### config.mk
export PLATFORM = sky130hd
export DESIGN_NAME = instr_sequencer
export DESIGN_NICKNAME = d
export VERILOG_FILES = /design/src/rtl/instr_sequencer.sv
export SDC_FILE = /design/constraint.sdc
export NUM_CORES = 1
export LEC_CHECK = 0
export CAP_MARGIN = 20
export CORE_MARGIN = 5
export CORE_UTILIZATION = 35
export DETAILED_ROUTE_END_ITERATION = 12
export PLACE_DENSITY = 0.7
export RECOVER_POWER = 50
export SLEW_MARGIN = 20
export SYNTH_ARGS = -nofsm -noshare
export SYNTH_HDL_FRONTEND = slang
export SYNTH_SLANG_ARGS = --single-unit
### constraint.sdc
create_clock -name clk -period 1.35 [get_ports clk]
set_input_delay 0.405 -clock clk [delete_from_list [all_inputs] [get_ports clk]]
set_output_delay 0.405 -clock clk [all_outputs]
set_load 0.02 [all_outputs]
### src/rtl/instr_sequencer.sv
// rtl/instr_sequencer.sv - program sequencer between instruction memory and exe_engine
// Optional EXEC watchdog is built only when SEQ_WATCHDOG_EN is defined.
module instr_sequencer #(
  parameter int ADDR_W      = 4,
  parameter int INSTR_W     = 8,
  parameter int WDOG_CYCLES = 64
) (
  input  logic               clk,
  input  logic               reset,
  input  logic               start,
  output logic               imem_rd_en,
  output logic [ADDR_W-1:0]  imem_addr,
  input  logic [INSTR_W-1:0] imem_rdata,
  output logic [4:0]         instr,
  output logic               issue_valid,
  input  logic               unit_done,
  output logic               busy,
  output logic               halted,
  output logic [ADDR_W-1:0]  pc,
  output logic               wdog_err
);

  typedef enum logic [2:0] {
    S_IDLE, S_FETCH, S_DECODE, S_ISSUE, S_EXEC, S_HALT
  } state_t;

  localparam logic [2:0] OP_STOP    = 3'b111;
  localparam logic [2:0] OP_NOP     = 3'b101;
  localparam logic [4:0] INSTR_IDLE = 5'b10100;

  state_t            r_state;
  state_t            w_next;
  logic [ADDR_W-1:0] r_pc;
  logic [4:0]        r_instr;
  logic              w_pc_inc;
  logic              w_pc_clr;
  logic              w_wdog_trip;
  logic              w_unused_rsvd;

  // Reserved upper instruction bits are deliberately ignored.
  assign w_unused_rsvd = ^imem_rdata;

`ifdef SEQ_WATCHDOG_EN
  localparam int WD_W = $clog2(WDOG_CYCLES + 1);
  logic [WD_W-1:0] r_wdog_cnt;
  logic            r_wdog_err;

  always_ff @(posedge clk or posedge reset) begin
    if (reset) begin
      r_wdog_cnt <= '0;
    end else if (r_state == S_ISSUE) begin
      r_wdog_cnt <= '0;
    end else if (r_state == S_EXEC && !unit_done) begin
      r_wdog_cnt <= r_wdog_cnt + 1'b1;
    end
  end

  // Trips on the last allowed EXEC cycle; a unit_done arriving in that cycle still wins.
  assign w_wdog_trip = (r_state == S_EXEC) && !unit_done &&
                       (r_wdog_cnt == WD_W'(WDOG_CYCLES - 1));

  always_ff @(posedge clk or posedge reset) begin
    if (reset) begin
      r_wdog_err <= 1'b0;
    end else if (w_pc_clr) begin
      r_wdog_err <= 1'b0;
    end else if (w_wdog_trip) begin
      r_wdog_err <= 1'b1;
    end
  end

  assign wdog_err = r_wdog_err;
`else
  assign w_wdog_trip = 1'b0;
  assign wdog_err    = 1'b0;
`endif

  always_ff @(posedge clk or posedge reset) begin
    if (reset) begin
      r_state <= S_IDLE;
    end else begin
      r_state <= w_next;
    end
  end

  always_comb begin
    w_next   = r_state;
    w_pc_inc = 1'b0;
    w_pc_clr = 1'b0;
    case (r_state)
      S_IDLE: begin
        if (start) begin
          w_next   = S_FETCH;
          w_pc_clr = 1'b1;
        end
      end
      S_HALT: begin
        if (start) begin
          w_next   = S_FETCH;
          w_pc_clr = 1'b1;
        end
      end
      S_FETCH: w_next = S_DECODE;
      S_DECODE: begin
        case (imem_rdata[4:2])
          OP_STOP: w_next = S_HALT;
          OP_NOP: begin
            w_next   = S_FETCH;
            w_pc_inc = 1'b1;
          end
          default: w_next = S_ISSUE;
        endcase
      end
      S_ISSUE: w_next = S_EXEC;
      S_EXEC: begin
        if (unit_done) begin
          w_next   = S_FETCH;
          w_pc_inc = 1'b1;
        end else if (w_wdog_trip) begin
          w_next = S_HALT;
        end
      end
      default: w_next = S_IDLE;
    endcase
  end

  // pc wraps silently at the top of the address space.
  always_ff @(posedge clk or posedge reset) begin
    if (reset) begin
      r_pc <= '0;
    end else if (w_pc_clr) begin
      r_pc <= '0;
    end else if (w_pc_inc) begin
      r_pc <= r_pc + 1'b1;
    end
  end

  always_ff @(posedge clk or posedge reset) begin
    if (reset) begin
      r_instr <= INSTR_IDLE;
    end else if (r_state == S_DECODE) begin
      r_instr <= imem_rdata[4:0];
    end
  end

  assign imem_rd_en  = (r_state == S_FETCH);
  assign imem_addr   = r_pc;
  assign pc          = r_pc;
  assign instr       = r_instr;
  assign issue_valid = (r_state == S_ISSUE);
  assign busy        = (r_state != S_IDLE) && (r_state != S_HALT);
  assign halted      = (r_state == S_HALT);

endmodule

# == Yosys cells after proc, flatten, opt, wreduce, memory -nomap -nowiden ==
# Index checks and enable logic that the tools add are counted.
# word_totals
ff_bits,12
in_bits,12
word_cells,31
# classes
n_eq_ne,10
reduce_logical,6
n_addsub,1
n_mux,11
# op_table
op,count
$pmux W3 S5,1
$eq A3 B3 Y1 const B,4
$mux W4,2
$eq A3 B2 Y1 const B,2
$mux W3,2
$pmux W3 S2,1
$add A4 B1 Y4 const B,1
$mux W1,4
$eq A3 B1 Y1 const B,1
$logic_not A3 Y1,1
$ne A3 B3 Y1 const B,1
$reduce_bool A3 Y1,1
$ne A2 B1 Y1 const B,1
$ne A2 B2 Y1 const B,1
$pmux W1 S2,1
$reduce_and A2 Y1,1
$reduce_bool A2 Y1,1
$reduce_or A2 Y1,1
$logic_and A1 B1 Y1,1

# == Logic depth before layout (Yosys ltp) ==
# Gate-level depths: netlist of run 1.
# logic_depth
word_depth,5
depth_mapped,5
mapped_depth_nobuf,4

# == Worst setup path before layout of run 1 ==
# OpenSTA, ideal clock, no wires.
# synth_path
path_kind,register -> output
from,register r_state[2]
to,output issue_valid
n_path_buf,1
slack_ns,-0.115
stages_incl_launch_ff,4
arrival_ns,1.060
path_cell_list,dfrtp_1 > buf_6 > or2b_2 > nor2_1
# synth_via
elab_chain_cells,1
# synth_lines
item,line_no,source
from (decl),31,state_t r_state;
from (signal assigned),82,r_state <= w_next;
$eq A3 B2 Y1,150,assign issue_valid = (r_state == S_ISSUE);
to (decl),15,"output logic issue_valid,"
# Every way passes these cells.

# == Worst setup path after layout of run 1 ==
# layout_path
from,register r_state[1]
to,output issue_valid
# Same word-level chain as after synthesis.

==> results of run 1 <==
-- worst paths after layout --
check,startpoint,to,slack (ns)
max in group asynchronous,reset,r_state[0],0.14
setup reg to reg,r_state[2],imem_addr[1],-0.24
min in group asynchronous,reset,r_state[1],0.76
hold reg to reg,instr[1],instr[1],0.52
setup / recovery,r_state[1],issue_valid,-0.28
hold / removal,instr[1],instr[1],0.52
-- cell families (layout without fill, tap and decap cells) --
| group | count (synthesis) | count (layout) |
|---|---|---|
| xor gates and xnor gates | 2 | 2 |
| adders and majority gates | 1 | 1 |
| other | 1 | 1 |
| buffers and inverters | 13 | 60 |
| DFF | 12 | 12 |
| muxes | 6 | 6 |
| and+or+nand+nor | 18 | 18 |
| AOI/OAI and AO/OA | 10 | 10 |
-- per-layer routing --
metal / share of wire [%] / wire length (microns) / up-vias / GRT usage (%)
met3: 3.0 / 57 / 0 / 2.725
met5: 0 / 0 / - / 0
li1: - / - / 304 / -
met2: 54 / 1025 / 11 / 24.02
met4: 0 / 0 / 0 / 4.564
met1: 43 / 825 / 322 / 16.22
-- worst max-delay path: stages, from the launching register on --
cell	delay (ns)
dfrtp_1	0.43
or2b_4	0.31
nor2_4	0.10
buf_6	0.12
-- power groups by stage --
stage               sequential, mW  combinational (mW)  clock, mW
floorplan                    0.721               0.752          0
global placement             0.605                1.47          0
detailed placement           0.611                1.50          0
CTS                          0.620                1.72      0.292
global route                 0.662                2.02      0.311
finish                       0.644                1.89      0.286
-- cell usage after synthesis (all sizes together) --
cell type,count,share of area (%)
conb,1,0.54
or2b,1,1.3
mux2,5,8.1
nand3b,2,2.1
nand2b,1,0.90
a21o,2,2.3
nor3,1,0.72
and4bb,1,1.8
o31ai,3,3.2
mux2i,1,1.4
o211ai,2,2.1
dfstp,2,7.5
ha,1,1.8
nand2,2,1.1
a31oi,1,0.90
dfrtp,10,36
inv,5,2.7
o21ai,1,0.72
buf,8,10
nor3b,2,3.8
nor2,7,3.8
a41oi,1,3.9
nand3,1,0.72
xor2,1,1.3
xnor2,1,1.3
-- cell usage in the layout, fill, tap and decap left out --
cell type	netlist	routed
inv_1	5	4
mux2i_1	1	1
nand2_1	2	2
buf_6	3	10
dfrtp_1	10	9
o31ai_1	3	3
and4bb_2	1	1
nor3_4	0	1
nor3b_4	1	1
inv_2	0	1
o211ai_1	2	2
clkdlybuf4s50_1	0	7
a21o_1	1	1
nand2b_1	1	1
a41oi_4	1	1
buf_2	0	9
dfstp_2	2	2
dlygate4sd3_1	0	1
nand3_1	1	1
or2b_4	0	1
nand3b_1	2	2
nor2_1	7	6
clkbuf_1	0	1
a21o_2	1	1
xnor2_4	0	1
conb_1	1	1
xor2_1	1	1
dfrtp_2	0	1
clkbuf_4	0	3
ha_1	1	1
nor2_4	0	1
a31oi_1	1	1
clkbuf_8	0	1
mux2_4	0	5
o21ai_0	1	1
buf_4	5	21
nor3b_2	0	1
clkdlybuf4s15_2	0	2
-- metrics by stage --
step	util, %	power (mW)	setup WS [ns]
after global routing	61.59	2.991	-0.3182
after CTS	60.81	2.634	-0.2626
after detailed placement	55.47	2.110	-0.4535
after global placement	55.47	2.076	-0.4247
after floorplan	-	1.473	-0.08593
final	61.59	2.816	-0.2767
-- sequential cells by signal (all words and copies together), names as in the netlist --
signal	cells
r_state	3
instr	5
imem_addr	4
-- what timing repair did --
action | 4_1_cts | 5_1_grt
gates resized for setup | 75 | 19
buffers inserted | 4 | 3
pin swaps | 3 | 3
setup endpoints to repair | 26 | 23
hold buffers | 0 | 0
cloned | 0 | 0
-- cell type report --
cell class              instances  share of cell area, %
clock buffers                   4                  3.066
inverters                       5                  1.586
multi-input cells              38                  31.18
flip-flops and latches         12                  25.69
well taps                      27                  2.854
repair buffers                 51                  35.62
==> impl_metrics.yaml, run 1 <==
final_layout:
  instances_no_fill: 137
  diodes: 0
  multiInputGateArea_sq_um: 369.1
  nets: 124
  fin_area_sq_um: 1184
  seq_area_sq_um: 304.0
  area_growth_pct: 69.53
  fillCellCount: 172
  drive_gt1_share_pct: 58.18
sta:
  worstMarginPinSlew_ns: 0.6578
  min_period_ns: 1.627
  fin_setup_tns_ns: -2.511
  drv_slew: 0
  final-hold-violation-count: 0
  setup_ws_ns: -0.2767
  finClkSkew_ns: 0.0004634
  rsz0062_at_grt: "yes"
  period_share_pct: 120.5
  setup_viol: 13
  max_freq_ghz: 0.6147
  hold_ws_ns: 0.5201
  maxSlewHeadroom_pct: 56.15
logic_synthesis:
  synth-compound-area-share_pct: 13.26
  synth_top_family_by_area: "simple AND/OR/NAND/NOR gates"
  synth_xor_area_share_pct: 2.509
  syn-num-nets: 76
  ys_seq_area_share_pct: 43.37
  synth_seq_cells: 12
  netlist_area_sq_um: 698.2
  syn_area_per_cell_sq_um: 11.08
  yosysWarningCount: 0
  synth_simple_gate_area_share_pct: 16.13
  synth.area.mux_share_pct: 9.498
  syn-instance-count: 63
  synth_cell_types: 28
  yosys.area_share.adder_pct: 1.792
detailed_routing:
  via_per_inst: 4.650
  wl_per_cell_microns: 13.93
  routed_wl_mm: 1.908
  drc: 0
  drtPass1Iterations: 3
  drt_iter0_markers: 3
  ant_nets: 0
  num_vias: 637
place:
  dp_hpwl_mm: 1.308
  gp_congestion: 0.7824
  dp.cells: 126
  post_dp_cell_area_sq_um: 1066
  io_buffers: 25
pwr:
  p_int_mw: 1.767
  power.density_nw_per_um2: 2379
  irDropWorstVdd_mv: 1.567
  switchingPower_mw: 1.049
  clockPowerShare_pct: 10.1
  pwr-share-comb_pct: 67.0
  p_sw_share_pct: 37.25
  total_leakage_power_nw: 0.5857
  p_seq_share_pct: 22.9
floorplan:
  io_pins: 30
  start_util_pct: 36.33
  die_w_microns: 54.66
  die_area_sq_um: 2988
  row_count: 16
  die_y_microns: 54.66
  core_sq_um: 1922
setup_path:
  worstPathRequired_ns: 0.95
  worstSetupPathType: "flip-flop to output port"
  reg2reg_depth: 6
  cp-start-kind: "flip-flop"
  end_kind: "output port"
  critPathMaxFanout: 3
  arrival_ns: 1.22
global_routing:
  grt_usage_pct: 13.62
  grt_pass1_vias: 668
  grt_max_degree: 13
  grt-ovfl-total: 0
  grt_pass1_wl_mm: 2.891
  antenna_found_initial: 0
cts:
  h-tree-depth: 1
  cts_buffers: 3
  cts_buffer_depth: 2
  cts_tree: "built"
  clk_pin_slew_ns: 0.08
  clkLatencyLatePin_ns: 0.27
  root_buffer: "clkbuf_4"
  cts.sinks: 12
hold_path:
  hold_path.class: "flip-flop to flip-flop"
  min_path_cells: 1
flow_run:
  cap_violations: 0
outcome:
  status: "finished with violations"
  violations: "negative setup slack"
Note: power is estimated with default switching activity, not from simulation.
==> inputs of run 2 (changes only) <==
PLACE_DENSITY = 0.72   (was 0.7)
SKIP_CTS_REPAIR_TIMING = 1   (was default)
==> run 2 against run 1 <==
  * The run still ends with negative setup slack left
  * Clock skew rose by 0.0023 ns
  * Final area fell by 4.1%
  * First-iteration DRC count rose to 2.7 times the previous value
  * Largest power group unchanged
  * Sequential cell count did not move
  * Die area did not move
  * Global-route usage fell by 2.1 points
  * Largest cell class unchanged
  * Clock power fell by 19%
==> impl_metrics.yaml, run 2 (synthesis results as in run 1) <==
outcome:
  status: "finished with violations"
  violations: "negative setup slack"
place:
  io_buffers: 25
  gp_congestion: 0.7577
  dp_hpwl_mm: 1.277
  dp.cells: 123
sta:
  setup_ws_ns: -0.2614
  worstMarginPinSlew_ns: 0.5673
  maxSlewHeadroom_pct: 62.18
  final-hold-violation-count: 0
  setup_viol: 13
  finClkSkew_ns: 0.002802
  rsz0062_at_grt: "yes"
  max_freq_ghz: 0.6206
  drv_slew: 0
  min_period_ns: 1.611
  hold_ws_ns: 0.5046
  period_share_pct: 119.4
detailed_routing:
  wl_per_cell_microns: 12.93
  drtPass1Iterations: 4
  routed_wl_mm: 1.655
  ant_nets: 0
  drc: 0
  via_per_inst: 4.555
  num_vias: 583
  drt_iter0_markers: 8
setup_path:
  max_stage_delay_ns: 0.44
  end_kind: "output port"
  crit_path_cell_trace: "buf_6 -> nor3_4 -> buf_4"
  cp-start-kind: "flip-flop"
  worstPathRequired_ns: 0.95
  critPathMaxFanout: 6
  slowest_stage: "dfrtp_2"
  arrival_ns: 1.21
  worstSetupPathType: "flip-flop to output port"
cts:
  h-tree-depth: 1
  clkLatencyLatePin_ns: 0.27
  root_buffer: "clkbuf_4"
  cts.sinks: 12
  cts_tree: "built"
  clk_pin_slew_ns: 0.07
  cts_buffer_depth: 2
  cts_buffers: 3
final_layout:
  final_common_cell: "buf_4"
  largest_reg_flops: 5
  nets: 115
  layout_common_cells: "buf_4 (15), dlymetal6s2s_1 (11), dfrtp_1 (9)"
  finalCoreUtilization_pct: 59.05
  drive_gt1_share_pct: 41.58
  area_growth_pct: 62.54
  fillCellCount: 169
  instances_no_fill: 128
  diodes: 0
pwr:
  p_total_mw: 2.402
  irDropWorstVdd_mv: 1.242
  power.density_nw_per_um2: 2117
  total_leakage_power_nw: 0.6689
global_routing:
  grt_max_degree: 12
  grt-ovfl-total: 0
  grt_pass1_wl_mm: 2.352
  grt_pass1_vias: 545
  antenna_found_initial: 0
  grt_usage_pct: 11.53
flow_run:
  cap_violations: 0
floorplan:
  die_y_microns: 54.66
  die_w_microns: 54.66
  row_count: 16
  start_util_pct: 36.33
  io_pins: 30
  core_sq_um: 1922
  die_area_sq_um: 2988
hold_path:
  hold_path.class: "flip-flop to flip-flop"
## run 2: cell types whose count changed in the layout (fill, tap and decap cells not counted), moves of 3 or more
| cell | before | now |
|---|---|---|
| buf_2 | 9 | 0 |
| buf_4 | 21 | 15 |
| buf_6 | 10 | 7 |
| mux2_4 | 5 | 0 |
| dlymetal6s2s_1 | 0 | 11 |
| mux2_2 | 0 | 5 |
## run 2: cell type report
class | count | area (sq um) | area share, %
Timing Repair Buffer | 42 | 412.9 | 36.38
Multi-Input combinational cell | 38 | 339.1 | 29.88
Sequential cell | 12 | 304.0 | 26.79
Tap cell | 27 | 33.78 | 2.977
Clock buffer | 4 | 26.28 | 2.315
Inverter | 5 | 18.77 | 1.654
## run 2: critical path, delay by kind of cell, from the launching register on
kind | cells | cell delay, ns
DFF | 1 | 0.44
buffers and inverters | 2 | 0.31
and+or+nand+nor | 1 | 0.18
## run 2: power by group
part / internal [mW] / total (mW) / switching [mW]
Sequential: 0.525 / 0.629 / 0.104
Combinational: 0.828 / 1.54 / 0.714
Clock: 0.114 / 0.231 / 0.117
## run 2: final timing paths
check | startpoint | slack [ns] | endpoint | depth (start not counted)
setup / recovery | r_state[2] | -0.26 | imem_rd_en | 3
hold / removal | instr[3] | 0.50 | instr[3] | 1
setup reg to reg | r_state[0] | -0.21 | imem_addr[2] | 5
hold reg to reg | instr[3] | 0.50 | instr[3] | 1
max in group asynchronous | reset | 0.21 | r_state[2] | 3
min in group asynchronous | reset | 0.59 | instr[2] | 2
## run 2: per-layer routing
metal	GRT usage (%)	wire length, microns	vias up
li1	-	-	288
met1	14.26	736	281
met2	17.91	848	12
met3	2.452	50	2
met4	7.469	20	0
met5	0	0	-
## run 2: metrics by stage
step / instance area (sq um) / setup TNS (ns) / setup WS, ns
3_5_place_dp: 1044 / -4.377 / -0.4549
5_1_grt: 1135 / -3.508 / -0.3293
2_1_floorplan: 710.7 / -0.2044 / -0.08593
4_1_cts: 1070 / -8.604 / -0.7621
6_report: 1135 / -2.414 / -0.2614
3_3_place_gp: 1044 / -4.020 / -0.4282
